File: config.mk
export PLATFORM = sky130hd
export DESIGN_NAME = serial_pattern_tx
export DESIGN_NICKNAME = d
export VERILOG_FILES = /design/src/rtl/serial_pattern_tx.sv
export SDC_FILE = /design/constraint.sdc
export NUM_CORES = 1
export LEC_CHECK = 0
export BUFFER_PORTS_ARGS = -buffer_cell sky130_fd_sc_hd__buf_2
export CAP_MARGIN = 20
export CORE_MARGIN = 8
export CORE_UTILIZATION = 45
export DETAILED_ROUTE_END_ITERATION = 12
export PLACE_DENSITY = 0.65
export SYNTH_ARGS = -nofsm -noshare
export SYNTH_HDL_FRONTEND = slang
export SYNTH_SLANG_ARGS = --single-unit
export TNS_END_PERCENT = 20
File: constraint.sdc
create_clock -name clk -period 3.4 [get_ports clk]
set_clock_uncertainty 0.15 [all_clocks]
set_input_delay 0.68 -clock clk [delete_from_list [all_inputs] [get_ports clk]]
set_output_delay 0.68 -clock clk [all_outputs]
set_load 0.02 [all_outputs]
File: src/rtl/serial_pattern_tx.sv
// Serial pattern transmitter: shifts a captured WIDTH-bit pattern out MSB-first on w,
// optionally looping, and flags every bit that extends a run of equal bits to four or more.
module serial_pattern_tx #(
    parameter int unsigned WIDTH = 8
) (
    input  logic             clk,
    input  logic             reset_n,
    input  logic             start,
    input  logic [WIDTH-1:0] pattern,
    input  logic             loop,
    output logic             w,
    output logic             valid,
    output logic             busy,
    output logic             done,
    output logic             expect_z
);

    localparam int unsigned    IW       = (WIDTH > 1) ? $clog2(WIDTH) : 1;
    localparam logic [IW-1:0]  LAST_IDX = IW'(WIDTH - 1);
    localparam logic [2:0]     RUN_MAX  = 3'd4;

    typedef enum logic [1:0] {
        ST_IDLE,
        ST_SEND,
        ST_DONE
    } state_t;

    state_t           state_q, state_d;
    logic [WIDTH-1:0] shreg_q, shreg_d;
    logic [IW-1:0]    idx_q, idx_d;
    logic [2:0]       run_q, run_d;
    logic             w_q, w_d;
    logic             valid_q, valid_d;
    logic             busy_q, busy_d;
    logic             done_q, done_d;
    logic             expect_z_q, expect_z_d;

    logic [WIDTH-1:0] shifted;
    logic             next_bit;
    logic             last_bit;

    assign last_bit = (idx_q == LAST_IDX);

    always_ff @(posedge clk) begin
        if (!reset_n) begin
            state_q    <= ST_IDLE;
            shreg_q    <= '0;
            idx_q      <= '0;
            run_q      <= '0;
            w_q        <= 1'b0;
            valid_q    <= 1'b0;
            busy_q     <= 1'b0;
            done_q     <= 1'b0;
            expect_z_q <= 1'b0;
        end else begin
            state_q    <= state_d;
            shreg_q    <= shreg_d;
            idx_q      <= idx_d;
            run_q      <= run_d;
            w_q        <= w_d;
            valid_q    <= valid_d;
            busy_q     <= busy_d;
            done_q     <= done_d;
            expect_z_q <= expect_z_d;
        end
    end

    always_comb begin
        state_d = state_q;
        shreg_d = shreg_q;
        idx_d   = idx_q;
        unique case (state_q)
            ST_IDLE: begin
                if (start) begin
                    state_d = ST_SEND;
                    shreg_d = pattern;
                    idx_d   = '0;
                end
            end
            ST_SEND: begin
                if (last_bit) begin
                    idx_d = '0;
                    if (!loop) begin
                        state_d = ST_DONE;
                    end
                end else begin
                    idx_d = idx_q + 1'b1;
                end
            end
            ST_DONE: begin
                state_d = ST_IDLE;
                idx_d   = '0;
            end
            default: begin
                state_d = ST_IDLE;
                idx_d   = '0;
            end
        endcase
    end

    // Outputs are registered, so they are computed from the state about to be entered:
    // the bit shown next cycle and its run length are resolved one edge early.
    always_comb begin
        shifted    = shreg_d << idx_d;
        next_bit   = shifted[WIDTH-1];
        run_d      = run_q;
        w_d        = 1'b0;
        valid_d    = 1'b0;
        busy_d     = (state_d != ST_IDLE);
        done_d     = (state_d == ST_DONE);
        expect_z_d = 1'b0;
        if (state_d == ST_SEND) begin
            w_d     = next_bit;
            valid_d = 1'b1;
            if (state_q != ST_SEND) begin
                run_d = 3'd1;
            end else if (next_bit == w_q) begin
                run_d = (run_q >= RUN_MAX) ? RUN_MAX : run_q + 3'd1;
            end else begin
                run_d = 3'd1;
            end
            expect_z_d = (run_d == RUN_MAX);
        end else if (state_d == ST_DONE) begin
            run_d = '0;
        end
    end

    assign w        = w_q;
    assign valid    = valid_q;
    assign busy     = busy_q;
    assign done     = done_q;
    assign expect_z = expect_z_q;

endmodule

Word-level counts from Yosys, hierarchy flattened
Index checks and enable logic that the tools add are counted.
{ "classes": {"n_addsub": 2, "magnitude_cmp": 1, "n_eq_ne": 7, "shifts": 1, "n_mux": 16, "n_reduce_logical": 4} }
{ "ops": {"columns": ["cell", "count"], "rows": [
  ["3-bit 2-to-1 mux", 8],
  ["8-bit 2-to-1 mux", 2],
  ["8-bit by 3-bit left shift with 8-bit output", 1],
  ["3-bit by 1-bit adder with 3-bit output (second input constant)", 2],
  ["3-bit equality test (second input constant)", 2],
  ["2-bit 2-to-1 mux", 3],
  ["3-bit case mux with 2 select lines", 1],
  ["2-bit by 1-bit equality test with 1-bit output (second input constant)", 2],
  ["2-bit case mux with 2 select lines", 1],
  ["2-bit nonzero test", 2],
  ["3-bit >= comparator (second input constant)", 1],
  ["2-bit equality test (second input constant)", 1],
  ["2-bit logical NOT", 1],
  ["2-bit by 1-bit != test with 1-bit output (second input constant)", 1],
  ["2-bit AND reduction", 1],
  ["1-bit equality test", 1],
  ["1-bit 2-to-1 mux", 1]
]} }
{ "word_totals": {"ff_bits": 21, "out_inout_bits": 5, "word_cells": 40} }

Logic depth before layout (Yosys ltp)
{ "depth": {"ltp_word": 9, "depth_mapped": 11, "mapped_depth_nobuf": 11} }

Worst setup path after synthesis
OpenSTA, ideal clock, no wires.
{ "synth_path": {"path_type": "input port to flip-flop", "start": "input port start", "end": "register run_q[2]", "setup_ns": 0.122, "t_arrival_ns": 2.337, "path_slack_ns": 0.791, "stages": 9, "cell_sequence": "or2b_1 -> clkbuf_1 -> a21oi_1 -> inv_1 -> ha_1 -> buf_1 -> nand3b_1 -> mux2i_1 -> a221o_1"} }
{ "synth_lines": {"columns": ["element", "line", "text"], "rows": [
  ["start: declaration", "8", "input logic start,"],
  ["2-bit 2-to-1 mux (*)", "74", "if (start) begin"],
  ["2-bit case mux with 2 select lines (*)", "72", "unique case (state_q)"],
  ["net state_d[0]", "28", "state_t state_q, state_d;"],
  ["2-bit by 1-bit equality test with 1-bit output or 2-bit equality test (tied branches)", "112, 123", null],
  ["3-bit 2-to-1 mux or 2-bit nonzero test (tied branches)", null, null],
  ["end signal: assignment", "59", "run_q <= run_d;"],
  ["end: declaration", "31", "logic [2:0] run_q, run_d;"]
]} }
Mark *: on every way through the listed nets, which the timed path passes. The rest lies on a longest branch. The select of a mux whose other input is x is not followed.
A chain may end at the register's enable or synchronous reset.

Worst setup path after layout
{ "layout_path": {"start": "register state_q[1]", "end": "register run_q[2]"} }
{ "layout_between": {"elab_chain_len": 8} }
{ "layout_rtl": {"columns": ["element", "line", "text"], "rows": [
  ["start: declaration", "28", null],
  ["start signal: assignment", "56", "state_q <= state_d;"],
  ["2-bit by 1-bit equality test with 1-bit output or 2-bit logical NOT (tied branches)", "72", null],
  ["3-bit case mux with 2 select lines or 8-bit 2-to-1 mux (tied branches)", "72", null],
  ["8-bit by 3-bit left shift with 8-bit output", "104", "shifted = shreg_d << idx_d;"],
  ["1-bit equality test", "117", "end else if (next_bit == w_q) begin"],
  ["3-bit 2-to-1 mux", "117", null],
  ["3-bit 2-to-1 mux", "115", "if (state_q != ST_SEND) begin"],
  ["3-bit 2-to-1 mux (2 in a row)", "112", "if (state_d == ST_SEND) begin"]
]} }
Parallel ways exist; a longest one is shown, timed or not. The select of a mux whose other input is x is not followed.

==> results.toml <==
[status]
status = "finished, final reports clean"

[cts]
htreeDepth = 1
clk_pin_slew_ns = 0.12
cts_hold_buf = 0
clock-sinks = 21
cts_buffers = 3
clockRootBuffer = "clkbuf_4"
tritoncts = "yes"
cts_setup_buffers = 0
cts.path.max_buffers = 2
clkLatencyLatePin_ns = 0.30
cts_resized = 0

[synthesis]
synth.distinct_cells = 43
netlist_area_um2 = 1120
yosysMostFrequentCell = "dfxtp_1"
yosysTopAreaCell = "dfxtp_1"
synth_edf_count = 0
synth_top_cell_area_share_pct = 37.5
syn_area_per_cell_um2 = 8.76
yosys_warnings = 0
synth_nets = 147
ys_seq_area_share_pct = 37.5
postSynth.asyncResetShare_pct = 0
synth_cells = 128
yosys-top-cells-count = "21 x dfxtp_1, 13 x o21ai_0, 10 x a21oi_1, 10 x nor2_1, 9 x nand2_1"
synth-seq-cells = 21
netlist_top_cells_area = "dfxtp_1 38%, ha_1 7.8%, o21ai_0 5.8%, a21oi_1 4.5%, nor2_1 3.3%"
synth_flop_cell = "dfxtp_1"

[placement]
place_congestion = 0.812
dp.cells = 168
port_buffers = 16
place_hpwl_um = 1630

[global_routing]
grt_remaining_overflow = 0
grt_pass1_vias = 871
grt_usage_pct = 10.7
grt_max_degree = 23
grt_first_pass_wirelength_um = 3770
antenna_found_initial = 0

[hold_path]
hold_class = "flip-flop to flip-flop"
min_from = "shreg_q[2]"
hold_path_end = "shreg_q[2]"
worstHoldPathCells = 2

[detailed_routing]
antenna_left = 0
vias = 919
wl_per_cell_um = 12.7
drc_errors = 0
dr.pass1.iters = 4
drt_wl_total_um = 2190
viasPerCell = 5.34
drtIter0Drc = 31

[timing]
fin_crit_sh_pct = 77.4
setup_tns_ns = 0
fmax_mhz = 380
fin_crit_ns = 2.63
finalSetupViolations = 0
hold_viol = 0
slew_viol_final = 0
rsz0062_at_grt = "no"
worstMarginPinSlew_ns = 0.678
max-slew-margin-rel_pct = 54.7

[critical_path]
critPathRequiredTime_ns = 3.45
slowest_delay_ns = 0.77
crit_type = "flip-flop to flip-flop"
r2r_slack_ns = 0.77
ff2ff_path_depth = 6
cp_data_arrival_time_ns = 2.68
crit_path_top_delay_cell = "dfxtp_1"
cp-start-kind = "flip-flop"
worstReg2RegStart = "state_q[1]"
r2r_end = "run_q[2]"
critPathMaxFanout = 22
path_cells = "and4bb_1 -> or2_1 -> a2111oi_1 -> a211oi_2 -> mux2i_1 -> a221o_1"
end_kind = "flip-flop"

[floorplanning]
dieArea_um2 = 4340
die_h_um = 65.9
rows = 18
fp.dieW_um = 65.9
coreArea_um2 = 2410
start_util_pct = 46.5
io_pins = 17

[power_and_ir_drop]
leakage_nw = 0.533
peakVddDrop_uv = 260
p_per_area_nw_per_um2 = 384

[final_layout]
final_layout_size_suffix_gt1_share_pct = 19.0
nNetsFinal = 162
syn_to_final_growth_pct = 10.2
fillers = 243
diodes = 0
finalNonFillerCells = 172

[flow_run]
drv_cap = 0
==> kinds of logic (layout without fill, tap and decap cells) <==
group	after synthesis	in the layout	share of synthesized area, %
fa+ha+maj	7	7	7.81
compound gates	33	33	18.9
flops	21	21	37.5
mux	5	5	5.02
simple gates	49	49	25.2
xor+xnor	1	1	0.781
buf+inv	12	26	4.80
==> critical path, delay by kind of cell, from the launching register on <==
family | cells | cell delay [ns]
AOI/OAI and AO/OA | 3 | 0.95
DFF | 1 | 0.77
and+or+nand+nor | 2 | 0.52
muxes | 1 | 0.14
==> cell usage in the layout, fill, tap and decap left out, types with 2 or more instances in the layout <==
cell	instances
nand4b_1	2
a211oi_1	2
nor3_1	2
buf_2	16
nand3b_1	2
inv_1	6
nand3_1	2
clkbuf_4	3
and2_1	2
mux2i_1	3
nand2_1	9
nor3b_1	3
ha_1	7
nor2b_1	5
dfxtp_1	21
nor2_1	10
a21oi_1	10
o21ai_0	13
==> final cells by class <==
| cell class | instances | area [µm²] | share of cell area, % |
|---|---|---|---|
| multi-input combinational | 95 | 647 | 52.4 |
| clock buffer | 3 | 22.5 | 1.82 |
| sequential | 21 | 420 | 34.0 |
| inverter | 6 | 22.5 | 1.82 |
| clock inverter | 1 | 5.00 | 0.405 |
| tap | 30 | 37.5 | 3.04 |
| timing repair buffer | 16 | 80.1 | 6.48 |
==> state kept, by name (all words and copies together), names as in the netlist <==
register,count
expect_z,1
busy,1
w,1
idx_q,3
valid,1
run_q,3
state_q,2
done,1
shreg_q,8
==> stage by stage <==
stage          setup WS, ns  instance area [µm²]  utilization [%]  hold WS (ns)  power (mW)
6_report              0.769                 1230             51.2         0.330       0.474
5_1_grt               0.596                 1230             51.2         0.350       0.509
4_1_cts               0.776                 1230             51.2         0.333       0.481
3_5_place_dp          0.569                 1210             50.1         0.316       0.362
3_3_place_gp          0.640                 1210             50.1         0.314       0.360
2_1_floorplan         0.791                 1120                -         0.298       0.339
==> metal layers <==
metal / wire, µm / part of all wire, % / track usage [%]
met1: 1120 / 51 / 13.6
met2: 978 / 45 / 17.1
met3: 60 / 2.7 / 2.20
met4: 31 / 1.4 / 4.09
met5: 0 / 0 / 0
==> where the power goes <==
group | switching [mW] | internal (mW) | total (mW)
logic | 0.0501 | 0.0369 | 0.0870
registers | 0.00990 | 0.259 | 0.269
clock network | 0.0741 | 0.0438 | 0.118
==> worst max path at each step <==
stage	from	endpoint	slack, ns
4_1_cts	state_q[1]	run_q[2]	0.78
3_3_place_gp	start	run_q[2]	0.64
2_1_floorplan	start	run_q[2]	0.79
6_report	state_q[1]	run_q[2]	0.77
3_5_place_dp	start	run_q[2]	0.57
5_1_grt	state_q[1]	run_q[2]	0.60
No activity file was read; power rests on OpenSTA's default activity.
